`config.mk`:
```
export PLATFORM = sky130hd
export DESIGN_NAME = mem_bus_responder
export DESIGN_NICKNAME = d
export VERILOG_FILES = /design/src/rtl/mem_bus_responder.sv
export SDC_FILE = /design/constraint.sdc
export NUM_CORES = 1
export LEC_CHECK = 0
export CAP_MARGIN = 20
export CORE_MARGIN = 2
export CORE_UTILIZATION = 30
export DETAILED_ROUTE_END_ITERATION = 7
export PLACE_DENSITY = 0.68
export SETUP_SLACK_MARGIN = 0.4
export SYNTH_ARGS = -nofsm -noshare
export SYNTH_HDL_FRONTEND = slang
export SYNTH_SLANG_ARGS = --single-unit
```
`constraint.sdc`:
```
create_clock -name CLK -period 3.46 [get_ports CLK]
set_clock_uncertainty 0.2 [all_clocks]
set_input_delay 0.346 -clock CLK [delete_from_list [all_inputs] [get_ports CLK]]
set_output_delay 0.346 -clock CLK [all_outputs]
set_load 0.01 [all_outputs]
```
`src/rtl/mem_bus_responder.sv`:
```
// SRAM-style memory responder: one word transaction at a time, wait states, external ready.
// Optional BUS_TIMEOUT_EN macro adds a MEM_RDY timeout that completes the access with ERR.
module mem_bus_responder #(
  parameter int unsigned WAIT_STATES = 1,
  parameter int unsigned TIMEOUT     = 15
) (
  input  logic        CLK,
  input  logic        RESETN,
  input  logic        REQ,
  input  logic        WE,
  input  logic [15:0] ADDR,
  input  logic [15:0] WDATA,
  output logic [15:0] RDATA,
  output logic        ACK,
  output logic        ERR,
  output logic        BUSY,
  output logic [15:0] MEM_ADDR,
  output logic [15:0] MEM_DOUT,
  input  logic [15:0] MEM_DIN,
  output logic        MEM_CEN,
  output logic        MEM_OEN,
  output logic        MEM_WEN,
  input  logic        MEM_RDY,
  output logic [1:0]  DBUSX
);

  typedef enum logic [1:0] {S_IDLE, S_SETUP, S_STROBE, S_HOLD} state_e;

  localparam logic [7:0] WS8 = 8'(WAIT_STATES);

  state_e      state_q, state_d;
  logic        we_q, we_d;
  logic [15:0] addr_q, addr_d;
  logic [15:0] dout_q, dout_d;
  logic [15:0] rdata_q, rdata_d;
  logic [7:0]  wcnt_q, wcnt_d;
  logic        tmo_hit;

  logic        ack_q, ack_d;
  logic        busy_q, busy_d;
  logic        cen_q, cen_d;
  logic        oen_q, oen_d;
  logic        wen_q, wen_d;
  logic [1:0]  dbusx_q, dbusx_d;

`ifdef BUS_TIMEOUT_EN
  localparam logic [7:0] TMO_LAST = 8'(TIMEOUT - 1);
  logic [7:0] tcnt_q, tcnt_d;
  logic       err_q, err_d;

  // Fires on the stalled cycle in which the stall count reaches TIMEOUT.
  assign tmo_hit = (state_q == S_STROBE) && (wcnt_q == 8'd0) && !MEM_RDY &&
                   (tcnt_q == TMO_LAST);

  always_comb begin
    tcnt_d = tcnt_q;
    if (state_q == S_SETUP)
      tcnt_d = 8'd0;
    else if (state_q == S_STROBE && wcnt_q == 8'd0 && !MEM_RDY && tcnt_q != 8'hFF)
      tcnt_d = tcnt_q + 8'd1;
  end

  assign err_d = (state_d == S_HOLD) && tmo_hit;

  always_ff @(posedge CLK or negedge RESETN) begin
    if (!RESETN) begin
      tcnt_q <= 8'd0;
      err_q  <= 1'b0;
    end else begin
      tcnt_q <= tcnt_d;
      err_q  <= err_d;
    end
  end

  assign ERR = err_q;
`else
  assign tmo_hit = 1'b0;
  assign ERR     = 1'b0;
`endif

  // State register
  always_ff @(posedge CLK or negedge RESETN) begin
    if (!RESETN) state_q <= S_IDLE;
    else         state_q <= state_d;
  end

  // Next-state logic
  always_comb begin
    state_d = state_q;
    case (state_q)
      S_IDLE:   if (REQ) state_d = S_SETUP;
      S_SETUP:  state_d = S_STROBE;
      S_STROBE: if (wcnt_q == 8'd0 && (MEM_RDY || tmo_hit)) state_d = S_HOLD;
      S_HOLD:   state_d = S_IDLE;
      default:  state_d = S_IDLE;
    endcase
  end

  // Outputs are registered from the next state so nothing is combinational to a port.
  always_comb begin
    busy_d  = (state_d != S_IDLE);
    cen_d   = (state_d == S_IDLE);
    oen_d   = !(state_d == S_STROBE && !we_d);
    wen_d   = !(state_d == S_STROBE && we_d);
    ack_d   = (state_d == S_HOLD);
    dbusx_d = 2'd0;
    if (state_d != S_IDLE) dbusx_d = we_d ? 2'd1 : 2'd2;
  end

  // Request latch, wait counter and read capture
  always_comb begin
    we_d    = we_q;
    addr_d  = addr_q;
    dout_d  = dout_q;
    rdata_d = rdata_q;
    wcnt_d  = wcnt_q;
    if (state_q == S_IDLE && REQ) begin
      we_d   = WE;
      addr_d = ADDR;
      if (WE) dout_d = WDATA;
    end
    if (state_q == S_SETUP)
      wcnt_d = WS8;
    else if (state_q == S_STROBE && wcnt_q != 8'd0)
      wcnt_d = wcnt_q - 8'd1;
    if (state_q == S_STROBE && state_d == S_HOLD && !we_q)
      rdata_d = tmo_hit ? 16'hFFFF : MEM_DIN;
  end

  always_ff @(posedge CLK or negedge RESETN) begin
    if (!RESETN) begin
      we_q    <= 1'b0;
      addr_q  <= 16'd0;
      dout_q  <= 16'd0;
      rdata_q <= 16'd0;
      wcnt_q  <= 8'd0;
      ack_q   <= 1'b0;
      busy_q  <= 1'b0;
      cen_q   <= 1'b1;
      oen_q   <= 1'b1;
      wen_q   <= 1'b1;
      dbusx_q <= 2'd0;
    end else begin
      we_q    <= we_d;
      addr_q  <= addr_d;
      dout_q  <= dout_d;
      rdata_q <= rdata_d;
      wcnt_q  <= wcnt_d;
      ack_q   <= ack_d;
      busy_q  <= busy_d;
      cen_q   <= cen_d;
      oen_q   <= oen_d;
      wen_q   <= wen_d;
      dbusx_q <= dbusx_d;
    end
  end

  assign RDATA    = rdata_q;
  assign ACK      = ack_q;
  assign BUSY     = busy_q;
  assign MEM_ADDR = addr_q;
  assign MEM_DOUT = dout_q;
  assign MEM_CEN  = cen_q;
  assign MEM_OEN  = oen_q;
  assign MEM_WEN  = wen_q;
  assign DBUSX    = dbusx_q;

endmodule

```
; Yosys cells after proc, flatten, opt, wreduce, memory -nomap -nowiden
; Index checks and enable logic that the tools add are counted.
[op_classes]
addsub = 1
n_eq_ne = 5
mux = 8
reduce_logical = 18
[op_table]
columns = cell, count
row1 = 8-bit 2-to-1 mux, 2
row2 = 2-bit == test (second input constant), 4
row3 = 8-bit zero test, 1
row4 = 2-bit 2-to-1 mux, 4
row5 = 2-bit one-hot mux with 4 select lines, 1
row6 = 8-bit nonzero test, 1
row7 = 8-bit by 1-bit subtractor with 8-bit output (second input constant), 1
row8 = 1-bit logical AND, 7
row9 = 1-bit zero test, 4
row10 = 2-bit zero test, 2
row11 = 2-bit nonzero test, 2
row12 = 2-bit by 1-bit == test with 1-bit output (second input constant), 1
row13 = 2-bit AND reduction, 1
row14 = 1-bit 2-to-1 mux, 1
[totals]
regBits = 66
output_inout_bits = 56

; Longest topological paths before layout
; Gate-level depths: netlist of run 1.
[depth]
word_depth = 7
depth_mapped = 7

; Worst setup path before layout of run 1
; Ideal clock, no wire load.
[synth_timing]
kind = flip-flop to flip-flop
start = reg wcnt_q[0]
end = reg rdata_q[0], in the netlist RDATA[0]
arrival_ns = 2.064
required_time_ns = 3.135
setup_slack_ns = 1.071
path_stages_with_launch = 8
cell_sequence = dfrtp_1 -> inv_1 -> ha_1 -> nor3b_2 -> nand4b_2 -> a211oi_4 -> buf_6 -> mux2_2
[synth_between]
elab_chain_len = 7
[synth_rtl]
columns = element, line_no
row1 = from (decl), 36  ; logic [7:0] wcnt_q, wcnt_d;
row2 = from (signal assigned), 148  ; wcnt_q <= wcnt_d;
row3 = 8-bit zero test, 93  ; S_STROBE: if (wcnt_q == 8'd0 && (MEM_RDY || tmo_hit)) state_d = S_HOLD;
row4 = 1-bit logical AND, 93
row5 = 2-bit 2-to-1 mux, 93
row6 = 2-bit one-hot mux with 4 select lines, 90  ; case (state_q)
row7 = 2-bit == test, 126  ; if (state_q == S_STROBE && state_d == S_HOLD && !we_q)
row8 = 1-bit logical AND (2 in a row), 126
row9 = to (signal assigned), 147  ; rdata_q <= rdata_d;
row10 = to (decl), 35  ; logic [15:0] rdata_q, rdata_d;
; Every way passes these cells.
; A chain may end at the register's enable or synchronous reset.

; Final worst setup path of run 1
[layout_timing]
start = reg wcnt_q[0]
end = reg rdata_q[3], in the netlist RDATA[3]
; The elaborated chain is that of the path after synthesis.

==> summary.txt, run 1 <==
Worst setup path
  • Crit path launch type: register
  • Minimum setup slack among reg-to-reg paths: 920 ps
  • Critical path class: register to register
  • Worst Path Arrival: ~2600 ps
  • Data required time at the worst endpoint: 3480 ps
  • End of the worst register-to-register path: RDATA[3]
  • Stage delay of the slowest cell on the critical path: about 420 ps
  • Critical-path maximum fanout: 16
  • Sort of element at the end of the critical path: register
  • Cell at the slowest stage of the critical path: nor3b_2
  • Startpoint of the most critical register-to-register path: wcnt_q[0]
  • Worst reg2reg path depth: 7
  • Startpoint of the most critical setup path: wcnt_q[0]
  • Cells along the critical path: inv_1 -> ha_1 -> nor3b_2 -> nand4b_2 -> a211oi_4 -> buf_4 -> mux2_2

Floorplan
  • Die extent in y: about 98 um
  • DIE AREA: 9697 um2
  • Horizontal die dimension: 98.48 um
  • Number of top-level pins: 109
  • Row cnt: 34
  • Starting Density: 30.85%
  • Core Region: 8678 um2

Synth
  • Yosys warns: 0
  • Cell types occupying the most area after synthesis: dfrtp_1 (59%), mux2_2 (21%), dfstp_2 (2.9%), ha_1 (2.8%), nor2_1 (1.5%)
  • EDFF count, synth: 0
  • Syn nets: between 200 and 250
  • Number of synthesized register bits: 66
  • Synth top area share: 58.88%
  • Most used flip-flop cell after synthesis: dfrtp_1
  • Proportion of synthesized flip-flops having asynchronous set or reset: 100.0%
  • Cells after synthesis: about 180
  • Mean area per synthesized cell: 14.71 um2
  • Post-synthesis cell area: 2678 um2
  • Seq/Total Area, Yosys: 61.82%
  • Commonest cells post-synth: dfrtp_1 (63), mux2_2 (49), nor2_1 (11), ha_1 (6)
  • Synth cell types: 32
  • Post-synthesis cell type with the largest combined area: dfrtp_1
  • Leading cell type by number of instances after synthesis: dfrtp_1

Cells and area
  • Ant diodes: 0
  • Final cell utilization of the core: 46.60%
  • Post-layout nets: 358
  • Share of final-layout standard cells stronger than drive strength 1: 25.33%
  • Area growth from synthesis to layout: 51.03%
  • # fillers: 816

Global route
  • Global route overflow: 0
  • Global router's overall resource usage: approximately an eighth
  • Number of antenna violations at the first check in global routing: 0
  • Vias in the first global route: ~1900
  • Largest net degree at the start of global routing: 30
  • Wire length of the first global-routing pass: a little over 9000 um

Clock network
  • TritonCTS clock tree: built
  • Later-pin clock latency in the skew report: 330 ps
  • Post-cts sizing count: 0
  • Clock root buffer: clkbuf_8
  • Worst-case clock buffer depth: 2
  • Htree depth: 3
  • TritonCTS Sinks: 66
  • Number of CTS-inserted buffers: 9
  • Clk slew on worst S/H paths: 70 ps

Route
  • First-pass iteration count of the detailed router: 4
  • Routed Antenna Nets: 0
  • 1st-iter DRT viols: 51
  • Number of remaining DRC errors: 0
  • Via density per instance: 4.408
  • Routed length per instance: 13.74 um
  • Total wire length after detailed routing: 5662 um
  • Total via count after detailed routing: 1816

Status
  • Result of the run: complete, no violations

Min path
  • Worst Hold Class: input port to async pin

Timing
  • Worst Tran Pin Value: 793.7 ps
  • Peak Freq: between 300 and 400 MHz
  • RSZ-0062 raised after global routing: no
  • Max_slew headroom: a little under half
  • Slew Limit Fails: 0
  • Final TNS setup: 0 ps
  • Final clock period utilization by the worst path: 73.29%
  • Total setup violations reported at the end of the flow: 0
  • Final count of hold timing violations: 0
  • Period minus WS final: around 2500 ps

Run
  • Max-capacitance violation count: 0

Power
  • Areal power density over the cells: 900.9 nW/um2
  • Tot Pwr: 3.643 mW
  • Peak supply drop: 0.0004140 V
  • Leakage: 1.709 nW

Place
  • Count of buffers inserted at the top-level ports: roughly 110
  • Post-detailed-placement half-perimeter wirelength: 4231 um
  • Final GP Congestion: ~0.86
==> sequential cells by signal, summed over array words and instances (netlist names) <==
signal	cells
MEM_ADDR	16
MEM_DOUT	16
MEM_WEN	1
DBUSX	2
MEM_OEN	1
wcnt_q	8
ACK	1
BUSY	1
RDATA	16
we_q	1
MEM_CEN	1
state_q	2
==> repair_timing <==
action / 4_1_cts / 5_1_grt
hold buffers: 1 / 0
buffers inserted: 0 / 0
endpoints found under the hold margin: 17 / 0
setup endpoints to repair: 0 / 0
==> area by class of cell <==
class / count / area (um2) / area share, %
clock buffer: 11 / 131.4 / 3.249
tap: 108 / 135.1 / 3.342
multi-input combinational: 106 / 973.4 / 24.07
inverter: 5 / 18.77 / 0.4641
timing repair buffer: 111 / 1099 / 27.17
clock inverter: 5 / 31.28 / 0.7735
sequential: 66 / 1655 / 40.93
==> metal layers <==
metal | track usage, % | part of all wire (%)
met1 | 13.92 | 41
met2 | 19.94 | 49
met3 | 6.454 | 9.2
met4 | 3.161 | 0.74
met5 | 0 | 0
==> power breakdown <==
part / switching, mW / internal [mW]
registers: 0.208 / 1.16
clock network: 0.273 / 0.257
logic: 0.691 / 1.05
==> how the worst max path moves through the flow <==
stage	to	slack, ps	cells after the start
finish	RDATA[3]	920	7
detailed placement	RDATA[9]	950	7
floorplan	RDATA[0]	1070	7
CTS	RDATA[9]	930	7
global placement	RDATA[0]	1010	7
global route	RDATA[10]	780	7
==> critical path, delay by kind of cell (launching register included) <==
kind / cells / cell delay [ps]
and+or+nand+nor: 2 / 610
DFF: 1 / 390
buffers and inverters: 2 / 390
muxes: 1 / 360
AOI/OAI and AO/OA: 1 / 290
adders and majority gates: 1 / 170
==> cells by family after synthesis <==
logic type	share of synthesized area, %
mux	21.36
buf+inv	1.823
compound gates	3.271
fa+ha+maj	2.804
simple gates	7.476
xor+xnor	1.308
other cells	0.1401
flops	61.82
==> stage by stage <==
stage / cells / hold slack (ps) / setup slack, ps / cell area, um2
5_1_grt: 412 / 298.7 / 782.3 / 4044
3_5_place_dp: 395 / 95.18 / 952.8 / 3871
6_report: 412 / 269.2 / 924.1 / 4044
3_3_place_gp: 395 / 101.9 / 1009 / 3871
2_1_floorplan: 182 / -149.6 / 1071 / 2678
4_1_cts: 412 / 275.2 / 930.9 / 4044
==> cell usage in the layout (no fill, tap or decap), types with 4 or more instances in the layout <==
master / n
nor2_1: 11
a21oi_1: 4
dfrtp_1: 63
mux2_2: 49
inv_1: 5
ha_1: 6
xnor2_1: 4
nand2_1: 5
clkdlybuf4s50_1: 106
clkbuf_8: 9
Power figures use the tool's default switching activity.
==> run 2: changes to the inputs <==
PLACE_DENSITY = 0.71   (was 0.68)
clock period = 2.1 ns   (was 3.46 ns; I/O delays follow)
==> summary.txt, run 2 (synthesis gave the netlist of run 1 again) <==
Clock network
  • Number of CTS-inserted buffers: 9
  • TritonCTS clock tree: built
  • Clk slew on worst S/H paths: 70 ps
  • TritonCTS Sinks: 66
  • Clock root buffer: clkbuf_8
  • Htree depth: 3
  • Later-pin clock latency in the skew report: 330 ps
  • Worst-case clock buffer depth: 2

Route
  • Via density per instance: approximately 4.5
  • Routed Antenna Nets: 0
  • Number of remaining DRC errors: 0
  • First-pass iteration count of the detailed router: 4
  • Routed length per instance: roughly 15 um
  • 1st-iter DRT viols: 47
  • Total via count after detailed routing: a little under 2000
  • Total wire length after detailed routing: 6524 um

Place
  • Worst setup slack before clock tree synthesis: -36.19 ps
  • Count of buffers inserted at the top-level ports: 107
  • Final GP Congestion: 0.8122
  • Number of placed instances, taps included: between 400 and 500
  • Post-detailed-placement half-perimeter wirelength: 4177 um

Timing
  • Peak Freq: 473.0 MHz
  • Period minus WS final: 2114 ps
  • Final count of hold timing violations: 0
  • Worst path setup slack after routing: -14.15 ps
  • Final clock period utilization by the worst path: 100.7%
  • Slew Limit Fails: 0
  • Total setup violations reported at the end of the flow: 10
  • RSZ-0062 raised after global routing: yes
  • Final TNS setup: -77.33 ps

Cells and area
  • Final cell utilization of the core: 52.91%
  • Share of final-layout standard cells stronger than drive strength 1: 38.60%
  • Post-layout nets: 383
  • Area growth from synthesis to layout: 71.50%
  • Final cell count without fillers: 437
  • Most common library cell in the layout ignoring fill and taps: clkdlybuf4s50_1
  • Ant diodes: 0
  • Leading cell types in the layout, fill and taps excluded: clkdlybuf4s50_1 (97), dfrtp_1 (62), mux2_2 (47), buf_4 (18), clkbuf_8 (12)

Power
  • Tot Pwr: 7.192 mW
  • Internal: roughly 4.9 mW
  • Leakage: 1.996 nW
  • Clock network fraction of design power: between 10% and 20%
  • Areal power density over the cells: 1566 nW/um2
  • Net switching power: 2.306 mW
  • Logic gate share of total power: 53.1%
  • Switching power as a share of total power: between 30% and 40%
  • Sequential fraction of design power: 31.5%
  • Peak supply drop: 0.0006585 V

Worst setup path
  • Cells along the critical path: inv_2 -> ha_4 -> nor3b_4 -> nand4b_4 -> a211oi_4 -> buf_12 -> mux2_2
  • Critical-path maximum fanout: 16
  • Crit path launch type: register
  • Number of buffer and inverter stages on the critical path: 2
  • Cell at the slowest stage of the critical path: dfrtp_1
  • End of the worst register-to-register path: RDATA[14]
  • Worst reg2reg path depth: 7
  • Data required time at the worst endpoint: 2110 ps
  • Critical path class: register to register
  • Worst Path Arrival: about 2100 ps
  • Stage delay of the slowest cell on the critical path: ~400 ps
  • CP delay by family, top: flip-flops
  • Sort of element at the end of the critical path: register
  • Startpoint of the most critical register-to-register path: wcnt_q[1]
  • Minimum setup slack among reg-to-reg paths: -10 ps

Global route
  • Largest net degree at the start of global routing: 67
  • Vias in the first global route: roughly 2200
  • Global route overflow: 0
  • Number of antenna violations at the first check in global routing: 0
  • Wire length of the first global-routing pass: 10520 um
  • Global router's overall resource usage: 13.79%

Floorplan
  • DIE AREA: between 9000 and 10000 um2
  • Row cnt: 34
  • Number of top-level pins: 109
  • Die extent in y: 98.48 um
  • Starting Density: 30.85%
  • Core Region: 8678 um2
  • Horizontal die dimension: between 90 and 100 um

Status
  • Result of the run: complete, but fails checks
  • Violations in the final reports: setup timing

Min path
  • Worst Hold Class: input port to async pin

Run
  • Max-capacitance violation count: 0
-- run 2: cell count changes in the layout (fill, tap and decap cells not counted), sizes merged --
| cell | delta |
|---|---|
| buf | +25 |
| bufinv | +1 |
| clkbuf | +3 |
| clkdlybuf4s50 | -9 |
| clkinv | -3 |
| clkinvlp | -1 |
| dlygate4sd2 | +3 |
| dlymetal6s2s | +6 |
-- run 2: power groups by stage --
| stage | combinational [mW] | sequential (mW) | clock, mW |
|---|---|---|---|
| 2_1_floorplan | 1.27 | 2.52 | 0 |
| 3_3_place_gp | 3.03 | 2.26 | 0 |
| 3_5_place_dp | 3.08 | 2.29 | 0 |
| 4_1_cts | 3.59 | 2.27 | 1.15 |
| 5_1_grt | 4.09 | 2.35 | 1.22 |
| 6_report | 3.82 | 2.27 | 1.11 |
-- run 2: area by class of cell --
cell class                 instances  area [um2]
timing repair buffer             136        1379
clock buffer                      14       172.7
inverter                           5       18.77
tap                              108       135.1
multi-input combinational        106        1195
clock inverter                     2       35.03
fill                             733        4086
sequential                        66        1657
-- run 2: worst max-delay path by stage --
stage / from / to / slack, ps / cells after the start
2_1_floorplan: wcnt_q[0] / RDATA[0] / -150 / 7
6_report: wcnt_q[1] / RDATA[14] / -10 / 7
3_5_place_dp: wcnt_q[0] / RDATA[11] / -40 / 7
3_3_place_gp: wcnt_q[0] / RDATA[7] / 60 / 7
4_1_cts: wcnt_q[1] / RDATA[11] / -8 / 7
5_1_grt: wcnt_q[1] / RDATA[10] / -90 / 7
-- run 2: metal layers --
metal / vias to the layer above / wire (um) / GRT usage [%]
li1: 914 / - / -
met1: 970 / 2653 / 15.81
met2: 72 / 3266 / 23.08
met3: 11 / 463 / 4.894
met4: 0 / 140 / 6.533
met5: - / 0 / 0
-- run 2: tightest hold or removal path, cell delays in order --
cell	delay [ps]
dlygate4sd3_1	510
buf_2	120
buf_12	300
-- run 2: stage by stage --
stage	hold WS [ps]	area [um2]
floorplan	-285.6	2726
CTS	230.5	4448
detailed placement	59.85	3995
finish	215.3	4592
global route	246.6	4592
global placement	59.06	3995
-- run 2: what timing repair did --
action | in CTS | in global routing
hold buffers | 1 | 0
setup buffers | 13 | 6
setup endpoints to repair | 48 | 68
gates resized for setup | 30 | 23
endpoints found under the hold margin | 66 | 0
pin swaps | 8 | 7
